## src/rtl/mod_synth_pkg.sv

```systemverilog
// Shared types and constants for the voice controller and its helpers.
package mod_synth_pkg;

    typedef enum logic [1:0] {
        IDLE,
        ATTACK,
        SUSTAIN,
        RELEASE
    } voice_state_e;

    localparam int unsigned MIN_PERIOD = 8;
    localparam logic signed [15:0] LEVEL_MAX = 16'sh7FFF;

    // Sustain level clamped into the non-negative envelope range.
    function automatic logic [15:0] clamp_level(input logic signed [15:0] lvl);
        if (lvl < 16'sd0) begin
            return 16'd0;
        end else if (lvl > LEVEL_MAX) begin
            return LEVEL_MAX;
        end
        return lvl;
    endfunction

endpackage

```

## src/rtl/mod_tick_div.sv

```systemverilog
// Free-running sample-rate divider: one-cycle tick when the count sits at SAMPLE_DIV-1.
module mod_tick_div #(
    parameter int unsigned SAMPLE_DIV = 1024
) (
    input  logic i_clk,
    input  logic i_rst_n,
    output logic o_tick
);

    localparam int unsigned CW = $clog2(SAMPLE_DIV);
    localparam logic [CW-1:0] LAST = CW'(SAMPLE_DIV - 1);

    logic [CW-1:0] cnt_q, cnt_d;
    logic          tick_q;

    always_comb begin
        cnt_d = (cnt_q == LAST) ? '0 : cnt_q + CW'(1);
    end

    // Tick is registered from the next count so it lines up with count==LAST.
    always_ff @(posedge i_clk or negedge i_rst_n) begin
        if (!i_rst_n) begin
            cnt_q  <= '0;
            tick_q <= 1'b0;
        end else begin
            cnt_q  <= cnt_d;
            tick_q <= (cnt_d == LAST);
        end
    end

    assign o_tick = tick_q;

endmodule

```

## src/rtl/mod_voice_ctrl.sv

```systemverilog
// Single-voice controller: note command handshake, sample tick, synth parameters and
// attack/sustain/release envelope, all applied on sample boundaries.
module mod_voice_ctrl
    import mod_synth_pkg::*;
#(
    parameter int unsigned SAMPLE_DIV   = 1024,
    parameter int unsigned ATTACK_STEP  = 64,
    parameter int unsigned RELEASE_STEP = 32
) (
    input  logic               i_clk,
    input  logic               i_rst_n,
    input  logic               i_note_valid,
    output logic               o_note_ready,
    input  logic               i_note_on,
    input  logic        [31:0] i_note_period,
    input  logic signed [15:0] i_note_atten1,
    input  logic signed [15:0] i_note_atten2,
    input  logic signed [15:0] i_note_atten3,
    input  logic signed [15:0] i_note_atten4,
    input  logic signed [15:0] i_note_level,
    output logic               o_sample_tick,
    output logic        [63:0] o_time,
    output logic        [31:0] o_period,
    output logic signed [15:0] o_atten1,
    output logic signed [15:0] o_atten2,
    output logic signed [15:0] o_atten3,
    output logic signed [15:0] o_atten4,
    output logic signed [15:0] o_atten_out,
    output logic               o_err
);

    logic tick;

    mod_tick_div #(
        .SAMPLE_DIV (SAMPLE_DIV)
    ) u_tick_div (
        .i_clk   (i_clk),
        .i_rst_n (i_rst_n),
        .o_tick  (tick)
    );

    voice_state_e state_q;

    logic               ready_q;
    logic               pend_q;
    logic               pend_on_q;
    logic        [31:0] pend_period_q;
    logic signed [15:0] pend_a1_q, pend_a2_q, pend_a3_q, pend_a4_q;
    logic signed [15:0] pend_level_q;

    logic        [63:0] time_q;
    logic        [31:0] period_q;
    logic signed [15:0] a1_q, a2_q, a3_q, a4_q;
    logic        [15:0] level_q;
    logic        [15:0] target_q;
    logic               err_q;

    // 17-bit signed envelope math so neither step can wrap.
    logic signed [16:0] lvl17, tgt17, up17, dn17, att_next, rel_next;

    always_comb begin
        lvl17 = $signed({1'b0, level_q});
        tgt17 = $signed({1'b0, target_q});
        up17  = lvl17 + $signed(17'(ATTACK_STEP));
        dn17  = lvl17 - $signed(17'(RELEASE_STEP));
        if (lvl17 < tgt17) begin
            att_next = (up17 > tgt17) ? tgt17 : up17;
        end else if (lvl17 > tgt17) begin
            att_next = (dn17 < tgt17) ? tgt17 : dn17;
        end else begin
            att_next = tgt17;
        end
        rel_next = (dn17 < 17'sd0) ? 17'sd0 : dn17;
    end

    always_ff @(posedge i_clk or negedge i_rst_n) begin
        if (!i_rst_n) begin
            state_q       <= IDLE;
            ready_q       <= 1'b1;
            pend_q        <= 1'b0;
            pend_on_q     <= 1'b0;
            pend_period_q <= '0;
            pend_a1_q     <= '0;
            pend_a2_q     <= '0;
            pend_a3_q     <= '0;
            pend_a4_q     <= '0;
            pend_level_q  <= '0;
            time_q        <= '0;
            period_q      <= '0;
            a1_q          <= '0;
            a2_q          <= '0;
            a3_q          <= '0;
            a4_q          <= '0;
            level_q       <= '0;
            target_q      <= '0;
            err_q         <= 1'b0;
        end else begin
            err_q <= 1'b0;
            if (i_note_valid && ready_q) begin
                pend_q        <= 1'b1;
                ready_q       <= 1'b0;
                pend_on_q     <= i_note_on;
                pend_period_q <= i_note_period;
                pend_a1_q     <= i_note_atten1;
                pend_a2_q     <= i_note_atten2;
                pend_a3_q     <= i_note_atten3;
                pend_a4_q     <= i_note_atten4;
                pend_level_q  <= i_note_level;
            end
            if (tick) begin
                if (pend_q) begin
                    // Consuming tick: apply the command only, no envelope step.
                    pend_q  <= 1'b0;
                    ready_q <= 1'b1;
                    if (pend_on_q) begin
                        if (pend_period_q < MIN_PERIOD) begin
                            err_q <= 1'b1;
                        end else begin
                            period_q <= pend_period_q;
                            a1_q     <= pend_a1_q;
                            a2_q     <= pend_a2_q;
                            a3_q     <= pend_a3_q;
                            a4_q     <= pend_a4_q;
                            target_q <= clamp_level(pend_level_q);
                            time_q   <= '0;
                            state_q  <= ATTACK;
                        end
                    end else if (state_q == ATTACK || state_q == SUSTAIN) begin
                        state_q <= RELEASE;
                    end
                end else begin
                    unique case (state_q)
                        IDLE: begin
                        end
                        ATTACK: begin
                            level_q <= att_next[15:0];
                            time_q  <= time_q + 64'd1;
                            if (att_next == tgt17) begin
                                state_q <= SUSTAIN;
                            end
                        end
                        SUSTAIN: begin
                            time_q <= time_q + 64'd1;
                        end
                        RELEASE: begin
                            level_q <= rel_next[15:0];
                            time_q  <= time_q + 64'd1;
                            if (rel_next == 17'sd0) begin
                                state_q <= IDLE;
                            end
                        end
                    endcase
                end
            end
        end
    end

    assign o_note_ready  = ready_q;
    assign o_sample_tick = tick;
    assign o_time        = time_q;
    assign o_period      = period_q;
    assign o_atten1      = a1_q;
    assign o_atten2      = a2_q;
    assign o_atten3      = a3_q;
    assign o_atten4      = a4_q;
    assign o_atten_out   = $signed(level_q);
    assign o_err         = err_q;

endmodule

```

## config.mk

```make
export PLATFORM = sky130hd
export DESIGN_NAME = mod_voice_ctrl
export DESIGN_NICKNAME = d
export VERILOG_FILES = /design/src/rtl/mod_synth_pkg.sv /design/src/rtl/mod_tick_div.sv /design/src/rtl/mod_voice_ctrl.sv
export SDC_FILE = /design/constraint.sdc
export NUM_CORES = 1
export LEC_CHECK = 0
export ABC_AREA = 1
export CORE_MARGIN = 2
export CORE_UTILIZATION = 54
export DETAILED_ROUTE_END_ITERATION = 10
export PLACE_DENSITY = 0.82
export SYNTH_ARGS = -nofsm -noshare
export SYNTH_HDL_FRONTEND = slang
export SYNTH_SLANG_ARGS = --single-unit
```

## constraint.sdc

```tcl
create_clock -name i_clk -period 5.45 [get_ports i_clk]
set_clock_uncertainty 0.1 [all_clocks]
set_input_delay 1.09 -clock i_clk [delete_from_list [all_inputs] [get_ports i_clk]]
set_output_delay 1.09 -clock i_clk [all_outputs]
set_load 0.02 [all_outputs]
```

==> results of run 1 <==
## flip-flops by register name (all words and copies together) (netlist names), 2 cells and up
name	cells
o_time	64
o_period	32
pend_period_q	32
o_atten1	16
o_atten2	16
o_atten3	16
o_atten4	16
o_atten_out	16
pend_a1_q	16
pend_a2_q	16
pend_a3_q	16
pend_a4_q	16
pend_level_q	16
target_q	16
u_tick_div.cnt_q	10
state_q	2
## worst min path at each step
stage,cells past startpoint,startpoint,slack (ns),endpoint
final,1,u_tick_div.cnt_q[9],0.36,u_tick_div.cnt_q[9]
after global routing,1,u_tick_div.cnt_q[9],0.37,u_tick_div.cnt_q[9]
after CTS,1,u_tick_div.cnt_q[9],0.36,u_tick_div.cnt_q[9]
after detailed placement,1,u_tick_div.cnt_q[9],0.35,u_tick_div.cnt_q[9]
after global placement,1,u_tick_div.cnt_q[9],0.34,u_tick_div.cnt_q[9]
after floorplan,1,u_tick_div.cnt_q[9],0.33,u_tick_div.cnt_q[9]
## power by group
group	switching [mW]	internal [mW]	total [mW]
Combinational	0.110	0.138	0.248
Sequential	0.0553	2.48	2.54
Clock	1.02	1.57	2.59
## stage by stage
stage	utilization (%)	total power, mW	setup WS [ns]	cells	hold WS [ns]
4_1_cts	69.65	5.411	0.7929	2710	0.3593
5_1_grt	69.65	5.547	0.1248	2710	0.3675
2_1_floorplan	-	2.658	1.272	2007	0.3269
3_5_place_dp	65.49	2.828	0.8280	2644	0.3496
3_3_place_gp	65.49	2.812	0.9606	2644	0.3414
6_report	69.65	5.373	0.6896	2710	0.3564
## final cells by class
class | count | area (um2)
clock buffers | 51 | 1027
clock inverters | 15 | 239.0
fillers | 2392 | 9235
inverters | 216 | 813.3
multi-input cells | 1398 | 7470
flip-flops and latches | 321 | 8034
well taps | 396 | 495.5
repair buffers | 313 | 3115
## per-layer routing
metal	track usage [%]	routed length, um
met2	50.06	23260
met5	0	0
met3	8.755	4500
met4	9.509	1491
met1	40.08	20310
## cell usage after synthesis (all sizes together), types with 3 or more instances
library cell,n
a211oi,3
a21oi,94
buf,20
clkbuf,52
dfrtp,320
ha,48
inv,214
mux2,83
nand2,525
nand3,156
nand4,46
nor2,186
nor3,43
nor4,17
o211ai,4
o21a,10
o21ai,122
o22ai,5
o31ai,10
xnor2,6
xor2,22
## logic make-up (layout without fill, tap and decap cells)
kind of cell	Yosys count	after routing
AOI/OAI and AO/OA	258	258
xor gates and xnor gates	28	28
adders and majority gates	48	48
buffers and inverters	288	595
DFF	321	321
muxes	83	83
and+or+nand+nor	981	981
## critical path, delay by kind of cell, from the launching register on
family,cells,cell delay [ns]
compound gates,4,0.75
xor+xnor,1,0.32
buf+inv,2,0.32
flops,1,0.49
fa+ha+maj,3,0.80
simple gates,20,1.86
==> metrics, run 1 <==
status=completed; post-synth cell types=48; first-pass GRT wire length=77,670 um; antenna-violating nets left=0; Critical Path Most Common Cell=nand2_1; fraction of layout cells with a size suffix above 1=a little under a tenth; sequential fraction of the synthesis area=between 40 and 50%; Setup crit start kind=flop; FF-to-FF Start=o_atten_out[7]; Post-synth top flop=dfrtp_1; CP arrival=5.07 ns; Max Slew Vio Count=0; Post-Synth XOR/XNOR Area=1.477%; gate count of the mapped netlist=2,007; Initial DRT Pass Iterations=6; most frequent cells in the layout=nand2_1, dfrtp_1, clkdlybuf4s50_1; WL/cell=18.29 um; Reg clk slew, reported paths=0.06 ns; Worst Reg-to-Reg Cells=30; Lkg Pwr=9.926 nW; Critical Path RT=5.76 ns; CP max-delay cell=dfrtp_1; min Tclk post-route=4.760 ns; Final Hold Fails=0; RSZ-0062 raised after global routing=no; Post-Synth Adder-Cell Area=roughly 3.6%; CTS tree=done; later-pin clock latency in the skew report=0.53 ns; # nets final=around 2,500; Antenna diodes=0; DP Area=19,930 um2; average size of a mapped cell=8.275 um2; Post-Route Setup TNS=0 ns; area delta synth->final=27.61%; share of the synthesized area in the top cell type=48.21%; Max Buffers Root-to-Sink=3; Synth Area in Compound Gates=8.377%; die height=179.4 um; Post-DP HPWL=35,220 um; Synth Net Count=2,171; Synth Register Bits=about 320; cell taking the most area after synthesis=dfrtp_1; P per Cell Area=253.5 nW/um2; # port buffers=294; reg2reg end=state_q[0]; VDD IR-drop max=0.2728 mV; largest net degree at the start of global routing=145; DRC=0; slowest cell delay on critical path=between 0.4 and 0.5 ns; multiplexer area fraction after synthesis=5.628%; post-route cell area=21,190 um2; total die area=32,180 um2; synth warn=0; max cap viols=0; GP Congestion=~0.96; Initial Util=54.58%; I/O pin count=295; GRT Resource Usage Total=30.77%; CTS resizes=0; Area contributors post-synth=dfrtp_1, nand2_1, mux2_2, inv_1, nand3_1; Simple-Gate Fraction of Synth Area=25.76%; vias in the first global route=14,760; Critical Path Sink Type=flop; measured slew at the worst slew-check pin=approximately 0.94 ns; Rel. slew slack=a little under two fifths; Final setup viols=0; Vias per Instance=between 5 and 6; largest family of logic cells by synthesized area=simple AND/OR/NAND/NOR gates; total core area=30,430 um2; Post-Syn Area=16,610 um2; H-tree depth=2; period utilization=between 80% and 90%; DRT iter0 DRCs=1,400; setup slack, reg-to-reg=0.69 ns; initial antenna violation count=0; Crit Path Category=flop to flop; Setup crit start=o_atten_out[7]; TritonCTS Buffers=36; Root Driver=clkbuf_16; number of flops mapped to enable cells by yosys=0; Post-Route WL=49,560 um; worst min-delay path class=flop to flop; CP max FO=15; Setup Fix Bufs, Post-CTS=0; CTS hold repair buffers=0; row count=64; Worst Setup EP=state_q[0]; GRT overflow=0; Peak Freq=between 200 and 250 MHz; commonest non-fill, non-tap cell in the layout=nand2_1; CTS Sinks=321; Die W=179.4 um; ys async rst share=100.0%; vias post-DR=15,120
Note: power is estimated with default switching activity, not from simulation.
==> run 2: changes to the inputs <==
--- a/config.mk
+++ b/config.mk
@@ -9,7 +9,8 @@
 export CORE_MARGIN = 2
 export CORE_UTILIZATION = 54
 export DETAILED_ROUTE_END_ITERATION = 10
-export PLACE_DENSITY = 0.82
+export PLACE_DENSITY = 0.81
 export SYNTH_ARGS = -nofsm -noshare
 export SYNTH_HDL_FRONTEND = slang
+export SYNTH_HIERARCHICAL = 1
 export SYNTH_SLANG_ARGS = --single-unit
==> metrics, run 2 <==
status=completed (unchanged); Die W=180.3 um (was 179.4 um); Peak Freq=200.2 MHz (was 210.1 MHz); CP arrival=5.30 ns (was 5.07 ns); area delta synth->final=26.85% (was 27.61%); GRT Resource Usage Total=30.41% (was 30.77%); Crit Path Category=flop to flop (unchanged); synth warn=6 (was 0); ys async rst share=100.0% (unchanged); Reg clk slew, reported paths=0.06 ns (about the same); die height=180.3 um (was 179.4 um); Hold Slack=0.3651 ns (was 0.3564 ns); first-pass GRT wire length=80,470 um (was 77,670 um); commonest non-fill, non-tap cell in the layout=nand2_1 (unchanged); post-synth cell types=52 (was 48); Initial Util=54.85% (was 54.58%); total die area=32,500 um2 (was 32,180 um2); GP Congestion=0.9421 (was 0.9551); H-tree depth=2 (unchanged); number of flops mapped to enable cells by yosys=0 (unchanged); Setup crit start kind=flop (unchanged); fill count=2,362 (was 2,392); Root Driver=clkbuf_16 (unchanged); worst min-delay path class=flop to flop (unchanged); CTS Sinks=321 (unchanged); Largest register FFs=64 (unchanged); Max Slew Vio Count=0 (unchanged); CTS hold repair buffers=0 (unchanged); Post-Route WL=49,500 um (was 49,560 um); Critical Path Sink Type=flop (unchanged); min Tclk post-route=4.995 ns (was 4.760 ns); fraction of layout cells with a size suffix above 1=9.021% (was 9.032%); Post-Syn Area=16,780 um2 (was 16,610 um2); gate count of the mapped netlist=2,053 (was 2,007); DRT iter0 DRCs=1,260 (was 1,400); later-pin clock latency in the skew report=0.52 ns (was 0.53 ns); Final Hold Fails=0 (unchanged); Post-Synth Adder-Cell Area=3.579% (was 3.616%); Synth Area in Compound Gates=8.427% (was 8.377%); measured slew at the worst slew-check pin=0.9898 ns (was 0.9417 ns); total core area=30,590 um2 (was 30,430 um2); Post-Synth XOR/XNOR Area=1.096% (was 1.477%); Layout Cells excl Fill=2,749 (was 2,710); cell taking the most area after synthesis=dfrtp_1 (unchanged); WL/cell=18.01 um (was 18.29 um); pre-CTS setup slack=0.4034 ns (was 0.8280 ns); CP max-delay cell=dfrtp_1 (unchanged); average size of a mapped cell=8.173 um2 (was 8.275 um2); Final setup viols=0 (unchanged); Rel. slew slack=34.01% (was 37.22%); sequential fraction of the synthesis area=47.88% (was 48.37%); Simple-Gate Fraction of Synth Area=26.19% (was 25.76%); CTS tree=done (unchanged); Area contributors post-synth=dfrtp_1, nand2_1, mux2_2, inv_1, nand3_1 (unchanged); Synth Net Count=2,217 (was 2,171); Post-synth top flop=dfrtp_1 (unchanged); Synth Register Bits=321 (unchanged); Post-DP HPWL=35,280 um (was 35,220 um); max cap viols=0 (unchanged); VDD IR-drop max=0.2713 mV (was 0.2728 mV); placed cells=2,680 (was 2,644); most frequent cells in the layout=nand2_1, dfrtp_1, clkdlybuf4s50_1 (unchanged); Post-Route Setup TNS=0 ns (unchanged); Vias per Instance=5.519 (was 5.578); RSZ-0062 raised after global routing=no (unchanged); largest net degree at the start of global routing=105 (was 145); vias in the first global route=15,060 (was 14,760); # nets final=2,488 (was 2,450); TritonCTS Buffers=36 (unchanged); DRC=0 (unchanged); Initial DRT Pass Iterations=5 (was 6); multiplexer area fraction after synthesis=5.705% (was 5.628%); vias post-DR=15,170 (was 15,120); Critical Path Most Common Cell=nand2_1 (unchanged); GRT overflow=0 (unchanged); initial antenna violation count=3 (was 0); # port buffers=294 (unchanged); Lkg Pwr=10.13 nW (was 9.926 nW); I/O pin count=295 (unchanged); Max Buffers Root-to-Sink=3 (unchanged); period utilization=91.65% (was 87.35%); final worst slack=0.4550 ns (was 0.6896 ns); row count=64 (unchanged); slowest cell delay on critical path=0.43 ns (was 0.49 ns); largest family of logic cells by synthesized area=simple AND/OR/NAND/NOR gates (unchanged); Critical Path RT=5.75 ns (was 5.76 ns); Commonest cells post-synth=nand2_1, dfrtp_1, inv_1, nand3_1, nor2_1 (was nand2_1, dfrtp_1, inv_1, nor2_1, nand3_1); share of the synthesized area in the top cell type=47.73% (was 48.21%); CP max FO=18 (was 15); P per Cell Area=246.7 nW/um2 (was 253.5 nW/um2); antenna-violating nets left=0 (unchanged); most common cell in the netlist=nand2_1 (unchanged)
run 2: changes by cell type in the layout (fill, tap and decap cells not counted), moves of 6 or more:
| cell | change |
|---|---|
| nand2_1 | +62 |
| nor2_1 | -36 |
| nor3_1 | +16 |
| inv_1 | +15 |
| buf_4 | -6 |
| nand4_1 | -6 |
run 2: cells by family after synthesis:
logic type	after synthesis
simple gates	1013
flops	321
buf+inv	306
compound gates	259
mux	85
fa+ha+maj	48
xor+xnor	21
run 2: area by class of cell:
| class | instances | area (um2) | area share (%) |
|---|---|---|---|
| multi-input cells | 1426 | 7572 | 35.58 |
| flip-flops and latches | 321 | 8034 | 37.75 |
| inverters | 231 | 873.3 | 4.103 |
| well taps | 396 | 495.5 | 2.328 |
| repair buffers | 308 | 3090 | 14.52 |
| diodes | 3 | 7.507 | 0.03527 |
| clock inverters | 13 | 172.7 | 0.8113 |
| clock buffers | 51 | 1037 | 4.874 |
run 2: path summary, 6_finish.rpt:
path	end	slack [ns]	from	cells after the start
worst max-delay path	state_q[1]	0.46	o_atten_out[6]	33
worst min-delay path	o_atten2[6]	0.37	pend_a2_q[6]	2
worst max register to register	state_q[1]	0.46	o_atten_out[6]	33
worst min register to register	o_atten2[6]	0.37	pend_a2_q[6]	2
max in group asynchronous	o_note_ready	3.65	i_rst_n	2
min in group asynchronous	o_atten1[10]	0.52	i_rst_n	1
run 2: timing repair:
action                     in CTS  in global routing
gates resized for setup         0                  2
setup endpoints to repair       0                  2
setup buffers                   0                  2
run 2: stage by stage:
step                      power [mW]  instance area (um2)  utilization (%)
after floorplan                2.656                16780                -
after global placement         2.808                20040            65.53
after detailed placement       2.826                20040            65.53
after CTS                      5.290                21250            69.48
after global routing           5.430                21280            69.56
final                          5.250                21280            69.58
run 2: critical path, delay by kind of cell, from the launching register on:
family / cells / cell delay [ns]
AND/OR/NAND/NOR: 23 / 2.27
flip-flops: 1 / 0.43
adder cells (fa/ha/maj): 3 / 0.82
buffers and inverters: 4 / 0.74
AO/OA/AOI/OAI: 3 / 0.51
run 2: per-layer routing:
layer | track usage [%] | vias to the layer above | part of all wire, %
met5 | 0 | - | 0
met4 | 7.581 | 0 | 2.4
met3 | 7.741 | 78 | 8.8
met2 | 50.44 | 561 | 48
met1 | 40.09 | 7307 | 41
li1 | - | 7227 | -
run 2: power breakdown:
group	switching, mW	internal, mW	total, mW	leakage [nW]
Combinational	0.110	0.140	0.250	5.30
Sequential	0.0501	2.48	2.53	4.24
Clock	0.990	1.48	2.47	0.600
